**src/rtl/qtree_mem_ctrl.sv**
```systemverilog
// -----------------------------------------------------------------------------
// qtree_mem_ctrl
// Configuration/maintenance controller for the quadtree lookup pipeline's
// per-stage node memories. A host command first stops new lookups, then waits
// STAGES cycles so in-flight lookups leave the pipeline. Only then are
// accesses issued on the shared per-stage memory port.
//
// Optional build macro: QTREE_MEM_CTRL_INIT_EN
//   When defined, the controller leaves reset in an INIT sweep. The sweep
//   writes zero to every address of every stage, then enters IDLE.
//
// Ports:
//   clk_i, rst_i        clock, asynchronous active-high reset
//   lookup_en_i         upstream lookup request
//   lookup_ready_o      lookups permitted
//   lookup_en_o         lookup_en_i gated by lookup_ready_o (to stage 0)
//   cmd_valid_i/_ready_o, cmd_we_i, cmd_stage_i, cmd_addr_i, cmd_wdata_i
//                       host command handshake and payload
//   rsp_valid_o, rsp_err_o, rsp_rdata_o
//                       one-cycle response (read data / bad stage)
//   mem_we_o, mem_re_o  per-stage write/read strobes (registered)
//   mem_addr_o, mem_wdata_o
//                       shared address / write data (registered)
//   mem_rdata_i         concatenated read data, stage s at [s*D_WIDTH +: D_WIDTH]
// -----------------------------------------------------------------------------
module qtree_mem_ctrl #(
  parameter int STAGES    = 5,
  parameter int D_WIDTH   = 16,
  parameter int A_WIDTH   = 10,
  parameter int RD_LAT    = 2,
  parameter int BURST_MAX = 8
) (
  input  logic                         clk_i,
  input  logic                         rst_i,
  input  logic                         lookup_en_i,
  output logic                         lookup_ready_o,
  output logic                         lookup_en_o,
  input  logic                         cmd_valid_i,
  output logic                         cmd_ready_o,
  input  logic                         cmd_we_i,
  input  logic [$clog2(STAGES)-1:0]    cmd_stage_i,
  input  logic [A_WIDTH-1:0]           cmd_addr_i,
  input  logic [D_WIDTH-1:0]           cmd_wdata_i,
  output logic                         rsp_valid_o,
  output logic                         rsp_err_o,
  output logic [D_WIDTH-1:0]           rsp_rdata_o,
  output logic [STAGES-1:0]            mem_we_o,
  output logic [STAGES-1:0]            mem_re_o,
  output logic [A_WIDTH-1:0]           mem_addr_o,
  output logic [D_WIDTH-1:0]           mem_wdata_o,
  input  logic [STAGES*D_WIDTH-1:0]    mem_rdata_i
);

  localparam int SW = $clog2(STAGES);
  localparam int CW = $clog2(STAGES + 1);
  localparam int OW = $clog2(BURST_MAX + 1);
  localparam int WW = $clog2(RD_LAT + 1);

  localparam logic [2:0] IDLE    = 3'd0;
  localparam logic [2:0] DRAIN   = 3'd1;
  localparam logic [2:0] ACCESS  = 3'd2;
  localparam logic [2:0] RD_WAIT = 3'd3;
  localparam logic [2:0] INIT    = 3'd4;

`ifdef QTREE_MEM_CTRL_INIT_EN
  localparam logic [2:0] RST_STATE = INIT;
  localparam logic       RST_READY = 1'b0;
`else
  localparam logic [2:0] RST_STATE = IDLE;
  localparam logic       RST_READY = 1'b1;
`endif

  logic [2:0]          state_q, state_d;
  logic [CW-1:0]       drain_q, drain_d;
  logic [OW-1:0]       op_q, op_d;
  logic [WW-1:0]       wait_q, wait_d;
  logic [SW-1:0]       rd_stage_q, rd_stage_d;
  logic [A_WIDTH-1:0]  init_addr_q, init_addr_d;
  logic                lookup_ready_q, lookup_ready_d;
  logic                cmd_ready_q, cmd_ready_d;
  logic                rsp_valid_q, rsp_valid_d;
  logic                rsp_err_q, rsp_err_d;
  logic [D_WIDTH-1:0]  rsp_rdata_q, rsp_rdata_d;
  logic [STAGES-1:0]   mem_we_q, mem_we_d;
  logic [STAGES-1:0]   mem_re_q, mem_re_d;
  logic [A_WIDTH-1:0]  mem_addr_q, mem_addr_d;
  logic [D_WIDTH-1:0]  mem_wdata_q, mem_wdata_d;

  logic                accept_s;
  logic                bad_stage_s;
  logic [STAGES-1:0]   stage_onehot_s;

  assign accept_s       = cmd_valid_i & cmd_ready_q;
  assign bad_stage_s    = ({{(32-SW){1'b0}}, cmd_stage_i} >= 32'(STAGES));
  assign stage_onehot_s = {{(STAGES-1){1'b0}}, 1'b1} << cmd_stage_i;

  // Next-state, counters and registered output values.
  always_comb begin
    state_d     = state_q;
    drain_d     = drain_q;
    op_d        = op_q;
    wait_d      = wait_q;
    rd_stage_d  = rd_stage_q;
    init_addr_d = init_addr_q;
    rsp_valid_d = 1'b0;
    rsp_err_d   = 1'b0;
    rsp_rdata_d = rsp_rdata_q;
    mem_we_d    = '0;
    mem_re_d    = '0;
    mem_addr_d  = '0;
    mem_wdata_d = '0;
    case (state_q)
      IDLE: begin
        // Gating on lookup_ready_q guarantees at least one lookup cycle
        // between bursts, and lets a same-cycle lookup pass through.
        if (cmd_valid_i && lookup_ready_q) begin
          state_d = DRAIN;
          drain_d = CW'(STAGES);
        end else begin
          state_d = IDLE;
        end
      end
      DRAIN: begin
        if (drain_q <= CW'(1)) begin
          state_d = ACCESS;
          drain_d = '0;
          op_d    = '0;
        end else begin
          drain_d = drain_q - CW'(1);
        end
      end
      ACCESS: begin
        if (accept_s) begin
          op_d = op_q + OW'(1);
          if (bad_stage_s) begin
            rsp_valid_d = 1'b1;
            rsp_err_d   = 1'b1;
          end else if (cmd_we_i) begin
            mem_we_d    = stage_onehot_s;
            mem_addr_d  = cmd_addr_i;
            mem_wdata_d = cmd_wdata_i;
          end else begin
            mem_re_d   = stage_onehot_s;
            mem_addr_d = cmd_addr_i;
            rd_stage_d = cmd_stage_i;
            wait_d     = WW'(RD_LAT);
          end
          if (!bad_stage_s && !cmd_we_i) begin
            state_d = RD_WAIT;
          end else if (op_q == OW'(BURST_MAX - 1)) begin
            state_d = IDLE;
          end else begin
            state_d = ACCESS;
          end
        end else if (!cmd_valid_i) begin
          state_d = IDLE;
        end else begin
          state_d = ACCESS;
        end
      end
      RD_WAIT: begin
        // wait_q counts down RD_LAT cycles following the mem_re_o pulse.
        if (wait_q == WW'(0)) begin
          rsp_valid_d = 1'b1;
          rsp_rdata_d = mem_rdata_i[rd_stage_q*D_WIDTH +: D_WIDTH];
          state_d     = (op_q == OW'(BURST_MAX)) ? IDLE : ACCESS;
        end else begin
          wait_d = wait_q - WW'(1);
        end
      end
      INIT: begin
        mem_we_d    = {STAGES{1'b1}};
        mem_addr_d  = init_addr_q;
        init_addr_d = init_addr_q + A_WIDTH'(1);
        if (init_addr_q == {A_WIDTH{1'b1}}) begin
          state_d = IDLE;
        end else begin
          state_d = INIT;
        end
      end
      default: begin
        state_d = IDLE;
      end
    endcase
  end

  // Handshake/permit flags registered from the next state. Lookups stay held
  // off while a strobe from the final accept (or final INIT address) is still
  // being issued.
  always_comb begin
    lookup_ready_d = (state_d == IDLE) && !accept_s && (state_q != INIT);
    cmd_ready_d    = (state_d == ACCESS);
  end

  // State and output registers.
  always_ff @(posedge clk_i or posedge rst_i) begin
    if (rst_i) begin
      state_q        <= RST_STATE;
      drain_q        <= '0;
      op_q           <= '0;
      wait_q         <= '0;
      rd_stage_q     <= '0;
      init_addr_q    <= '0;
      lookup_ready_q <= RST_READY;
      cmd_ready_q    <= 1'b0;
      rsp_valid_q    <= 1'b0;
      rsp_err_q      <= 1'b0;
      rsp_rdata_q    <= '0;
      mem_we_q       <= '0;
      mem_re_q       <= '0;
      mem_addr_q     <= '0;
      mem_wdata_q    <= '0;
    end else begin
      state_q        <= state_d;
      drain_q        <= drain_d;
      op_q           <= op_d;
      wait_q         <= wait_d;
      rd_stage_q     <= rd_stage_d;
      init_addr_q    <= init_addr_d;
      lookup_ready_q <= lookup_ready_d;
      cmd_ready_q    <= cmd_ready_d;
      rsp_valid_q    <= rsp_valid_d;
      rsp_err_q      <= rsp_err_d;
      rsp_rdata_q    <= rsp_rdata_d;
      mem_we_q       <= mem_we_d;
      mem_re_q       <= mem_re_d;
      mem_addr_q     <= mem_addr_d;
      mem_wdata_q    <= mem_wdata_d;
    end
  end

  assign lookup_ready_o = lookup_ready_q;
  assign lookup_en_o    = lookup_en_i & lookup_ready_q;
  assign cmd_ready_o    = cmd_ready_q;
  assign rsp_valid_o    = rsp_valid_q;
  assign rsp_err_o      = rsp_err_q;
  assign rsp_rdata_o    = rsp_rdata_q;
  assign mem_we_o       = mem_we_q;
  assign mem_re_o       = mem_re_q;
  assign mem_addr_o     = mem_addr_q;
  assign mem_wdata_o    = mem_wdata_q;

endmodule

```
**config.mk**
```make
export PLATFORM = sky130hd
export DESIGN_NAME = qtree_mem_ctrl
export DESIGN_NICKNAME = d
export VERILOG_FILES = /design/src/rtl/qtree_mem_ctrl.sv
export SDC_FILE = /design/constraint.sdc
export NUM_CORES = 1
export LEC_CHECK = 0
export CAP_MARGIN = 20
export CORE_ASPECT_RATIO = 0.7
export CORE_MARGIN = 4
export CORE_UTILIZATION = 45
export CTS_CLUSTER_SIZE = 8
export DETAILED_ROUTE_END_ITERATION = 8
export PLACE_DENSITY = 0.86
export SYNTH_ARGS = -nofsm -noshare
export SYNTH_HDL_FRONTEND = slang
export SYNTH_SLANG_ARGS = --single-unit
export TNS_END_PERCENT = 1
```
**constraint.sdc**
```tcl
create_clock -name clk_i -period 4 [get_ports clk_i]
set_input_delay 0.4 -clock clk_i [delete_from_list [all_inputs] [get_ports clk_i]]
set_output_delay 0.4 -clock clk_i [all_outputs]
set_load 0.02 [all_outputs]
```
# Word level (Yosys, flattened, before mapping)
# Cells that the tools add are included.
op_classes:
  addsub: 4
  order_cmp: 2
  n_eq_ne: 15
  n_shift: 2
  muxes: 41
  n_bitwise: 4
  reduce_logical: 18
ops:
  columns: ["operator", "n"]
  rows:
  - ["$shiftx A80 B8 Y16", 1]
  - ["$mux W16", 4]
  - ["$mux W5", 7]
  - ["$mux W10", 2]
  - ["$pmux W10 S2", 1]
  - ["$mux W3", 6]
  - ["$mux W2", 8]
  - ["$pmux W3 S5", 1]
  - ["$ne A2 B2 Y1 const B", 6]
  - ["$add A10 B1 Y10 const B", 1]
  - ["$eq A10 B10 Y1 const B", 1]
  - ["$pmux W5 S2", 1]
  - ["$eq A3 B2 Y1 const B", 3]
  - ["$mux W4", 2]
  - ["$pmux W4 S2", 1]
  - ["$logic_not A3 Y1", 2]
  - ["$pmux W3 S2", 1]
  - ["$reduce_bool A2 Y1", 3]
  - ["$mux W1", 5]
  - ["$reduce_and A5 Y1", 1]
  - ["$shl A1 B3 Y5 const A", 1]
  - ["$add A4 B1 Y4 const B", 1]
  - ["$eq A4 B3 Y1 const B", 1]
  - ["$eq A4 B4 Y1 const B", 1]
  - ["17 further kinds", 25]
totals:
  ff_bits: 81

# Depth between registers and ports, before layout
logic_depth:
  word_depth: 9
  ltp_mapped: 6
  mapped_depth_nobuf: 6

# Worst setup path after synthesis
# No wires, ideal clock.
synth_timing:
  kind: "reg2reg"
  from: "reg rd_stage_q[0]"
  to: "reg rsp_rdata_q[5] (netlist: rsp_rdata_o[5])"
  arrival_time_ps: 1495
  slack_ps: 2369
  stages_incl_launch_ff: 6
  path_buffers: 2
  cell_sequence: "dfrtp_1 buf_2 buf_4 mux4_2 a22oi_1 o21ai_0"
synth_between:
  elab_chain_len: 1
synth_lines:
  columns: ["element", "line", "text"]
  rows:
  - ["start, declared", "77", "logic [SW-1:0] rd_stage_q, rd_stage_d;"]
  - ["start signal, assigned", "218", "rd_stage_q <= rd_stage_d;"]
  - ["$shiftx A80 B8 Y16", "165", "rsp_rdata_d = mem_rdata_i[rd_stage_q*D_WIDTH +: D_WIDTH];"]
  - ["end signal, assigned", "224", "rsp_rdata_q <= rsp_rdata_d;"]
  - ["end, declared", "83", "logic [D_WIDTH-1:0] rsp_rdata_q, rsp_rdata_d;"]
# Every way passes these cells.
# A chain may end at the register's enable or synchronous reset.

# Worst setup path after layout
layout_timing:
  from: "reg rd_stage_q[2]"
  to: "reg rsp_rdata_q[3] (netlist: rsp_rdata_o[3])"
# The elaborated chain is that of the path after synthesis.

==> impl_metrics.py <==
metrics = {
    "global_routing": {
        "grt_pass1_wl_um": 16600,
        "overflow": 0,
        "grt_max_degree": 57,
        "groute.usage.overall_pct": 21.8,
        "antenna_found_initial": 0,
        "grt_pass1_vias": 3379,
    },
    "placement": {
        "dp_hpwl_um": 8030,
        "port_buffers": 170,
        "gp_congestion": 0.851,
        "dpl_worst_slack_ns": 1.64,
        "dp_cells": 563,
    },
    "critical_path": {
        "cp-start-kind": "flop",
        "crit_slowest_cell": "nor3_2",
        "endpoint_kind": "flop",
        "r2r_slack_ns": 1.75,
        "cp_num_buf_inv": 1,
        "crit_family": "simple AND/OR/NAND/NOR gates",
        "worstPathArrival_ns": 2.48,
        "crit_required_ns": 4.23,
        "critPathKind": "reg -> reg",
        "cp_max_fo": 18,
        "cp_cell_sequence": "clkinv_1 > nor3_2 > a22oi_1 > o21ai_0",
        "max_stage_delay_ns": 0.97,
    },
    "pwr": {
        "p_per_area_nw_per_um2": 489,
        "vdd_drop_max_mv": 0.279,
        "p_leak_nw": 2.55,
    },
    "floorplan": {
        "die_y_um": 84.3,
        "die_w_um": 117,
        "core_um2": 7970,
        "ios": 171,
        "dieArea_um2": 9870,
        "initial_utilization_pct": 47.0,
        "rows": 27,
    },
    "final_layout": {
        "antenna_cells": 0,
        "drive_gt1_share_pct": 10.6,
        "area_growth_pct": 55.6,
        "regArea_um2": 2030,
        "multi_input_area_um2": 1600,
        "stdcell_count": 580,
        "nets": 594,
        "fillers": 522,
    },
    "logic_synthesis": {
        "synth_top_flop_cell": "dfrtp_1",
        "syn_inst": 307,
        "synth_edf_count": 0,
        "synth_common_cells": "dfrtp_1, nand2_1, o21ai_0, and3_1",
        "yosys.cell_types.count": 57,
        "post-synth-top-count-cell": "dfrtp_1",
        "syn_avg_cell_area_um2": 12.2,
        "synth.area.top_cells": "dfrtp_1, mux4_2, nand2_1, a22oi_1, o21ai_0",
        "ys_seq_area_share_pct": 54.2,
        "syn-num-nets": 427,
        "ys_warn_count": 0,
        "yosys.area.top_type": "dfrtp_1",
        "async_reset_ff_share_pct": 100,
        "ys_ff_latch": 81,
        "synth.cell_area_um2": 3740,
        "synth_top_area_share_pct": 53.5,
    },
    "route": {
        "via_per_inst": 5.45,
        "vias": 3161,
        "drt-initial-drc-count": 218,
        "wire_per_inst_um": 18.6,
        "dr.pass1.iters": 4,
        "wirelength_um": 10800,
        "remaining_drc_errors": 0,
        "ant_nets": 0,
    },
    "flow_run": {
        "drv_cap": 0,
    },
    "clock_tree": {
        "post_cts_resized": 0,
        "cts.htree.levels": 3,
        "clock_path_buffers": 2,
        "root_buffer": "clkbuf_16",
        "hold_buffers": 0,
        "clkTransAtPathRegs_ns": 0.06,
        "cts.sinks": 81,
        "cts_tree": "yes",
        "insertion_delay_ns": 0.34,
        "numCtsBuffers": 9,
        "cts_setup_buffers": 0,
    },
    "timing": {
        "setup_viol": 0,
        "hold_viol": 0,
        "fin_ws_ns": 1.75,
        "max_freq_ghz": 0.445,
        "clock_skew_ns": 0.00848,
        "min_period_ns": 2.25,
        "rsz0062_at_grt": "false",
        "post-route-period-util_pct": 56.2,
        "worst_slew_pin_slew_ns": 1.00,
        "slew_viol_final": 0,
        "tns_ns": 0,
        "maxSlewHeadroom_pct": 32.9,
    },
    "worst_hold_path": {
        "hold_path_class": "reg -> reg",
    },
    "run_status": {
        "status": "completed",
    },
}
[registers in the layout, indices dropped and copies added, names as in the netlist, 2 cells and up]
signal,flops
drain_q,3
mem_we_o,5
rsp_rdata_o,16
state_q,3
rd_stage_q,3
mem_re_o,5
mem_wdata_o,16
init_addr_q,10
mem_addr_o,10
op_q,4
wait_q,2
[power by group]
group,switching (mW),internal [mW],leakage (nW)
sequential,0.130,0.955,1.03
clock,0.342,0.445,0.133
combinational,0.467,0.507,1.39
[final timing paths]
| check | start | end | cells past startpoint |
|---|---|---|---|
| min in group asynchronous | rst_i | mem_wdata_o[5]$_DFF_PP0_ | 2 |
| worst min register to register | rsp_rdata_o[2]$_DFFE_PP0P_ | rsp_rdata_o[2]$_DFFE_PP0P_ | 2 |
| worst min-delay path | rsp_rdata_o[2]$_DFFE_PP0P_ | rsp_rdata_o[2]$_DFFE_PP0P_ | 2 |
| worst max-delay path | rd_stage_q[2]$_DFFE_PP0P_ | rsp_rdata_o[3]$_DFFE_PP0P_ | 4 |
| max in group asynchronous | rst_i | mem_addr_o[3]$_DFF_PP0_ | 3 |
| worst max register to register | rd_stage_q[2]$_DFFE_PP0P_ | rsp_rdata_o[3]$_DFFE_PP0P_ | 4 |
[layer usage]
metal	global-route usage (%)	share of wire (%)	routed length, µm	vias up
li1	-	-	-	1461
met1	25.4	38	4100	1525
met2	37.7	51	5490	156
met3	7.71	9.2	986	19
met4	6.67	1.7	188	0
met5	0	0	0	-
[layout by cell type (no fill, tap or decap), types with 3 or more instances in the layout]
cell             instances
nor3_1                   4
nand2_1                 33
inv_1                    8
xor2_1                   3
nand3_1                  4
nand2b_1                 3
a22o_1                  12
clkdlybuf4s50_1        170
ha_1                     6
mux4_2                  16
clkbuf_16                9
a22oi_1                 16
nor2_1                  13
a21oi_1                  3
and3_1                  17
dfrtp_1                 80
clkinvlp_4               3
o21ai_0                 23
xnor2_1                  7
[logic make-up after synthesis]
group	synth area share, %
AO/OA/AOI/OAI	12.1
XOR/XNOR	2.34
adder cells (fa/ha/maj)	2.01
buffers and inverters	2.97
flip-flops	54.2
multiplexers	10.8
AND/OR/NAND/NOR	15.6
[metrics by stage]
| stage | cell area, µm² | power, mW | hold slack, ns | utilization [%] |
|---|---|---|---|---|
| after floorplan | 3740 | 1.64 | 0.439 | - |
| after global placement | 5510 | 2.01 | 0.462 | 69.1 |
| after detailed placement | 5510 | 2.05 | 0.462 | 69.1 |
| after CTS | 5800 | 2.85 | 0.483 | 72.7 |
| after global routing | 5820 | 2.99 | 0.511 | 73.1 |
| final | 5820 | 2.85 | 0.479 | 73.1 |
[worst min-delay path: cells and delay by family, from the launching register on]
| family | cells | cell delay, ns |
|---|---|---|
| AOI/OAI and AO/OA | 1 | 0.06 |
| DFF | 1 | 0.34 |
| and+or+nand+nor | 1 | 0.04 |
[final cells by class]
| type | count | area share [%] |
|---|---|---|
| Timing Repair Buffer | 172 | 29.8 |
| Tap cell | 101 | 2.17 |
| Clock buffer | 10 | 4.10 |
| Multi-Input combinational cell | 200 | 27.5 |
| Clock inverter | 6 | 0.881 |
| Inverter | 10 | 0.666 |
| Sequential cell | 81 | 34.8 |
Note: power is estimated with default switching activity, not from simulation.
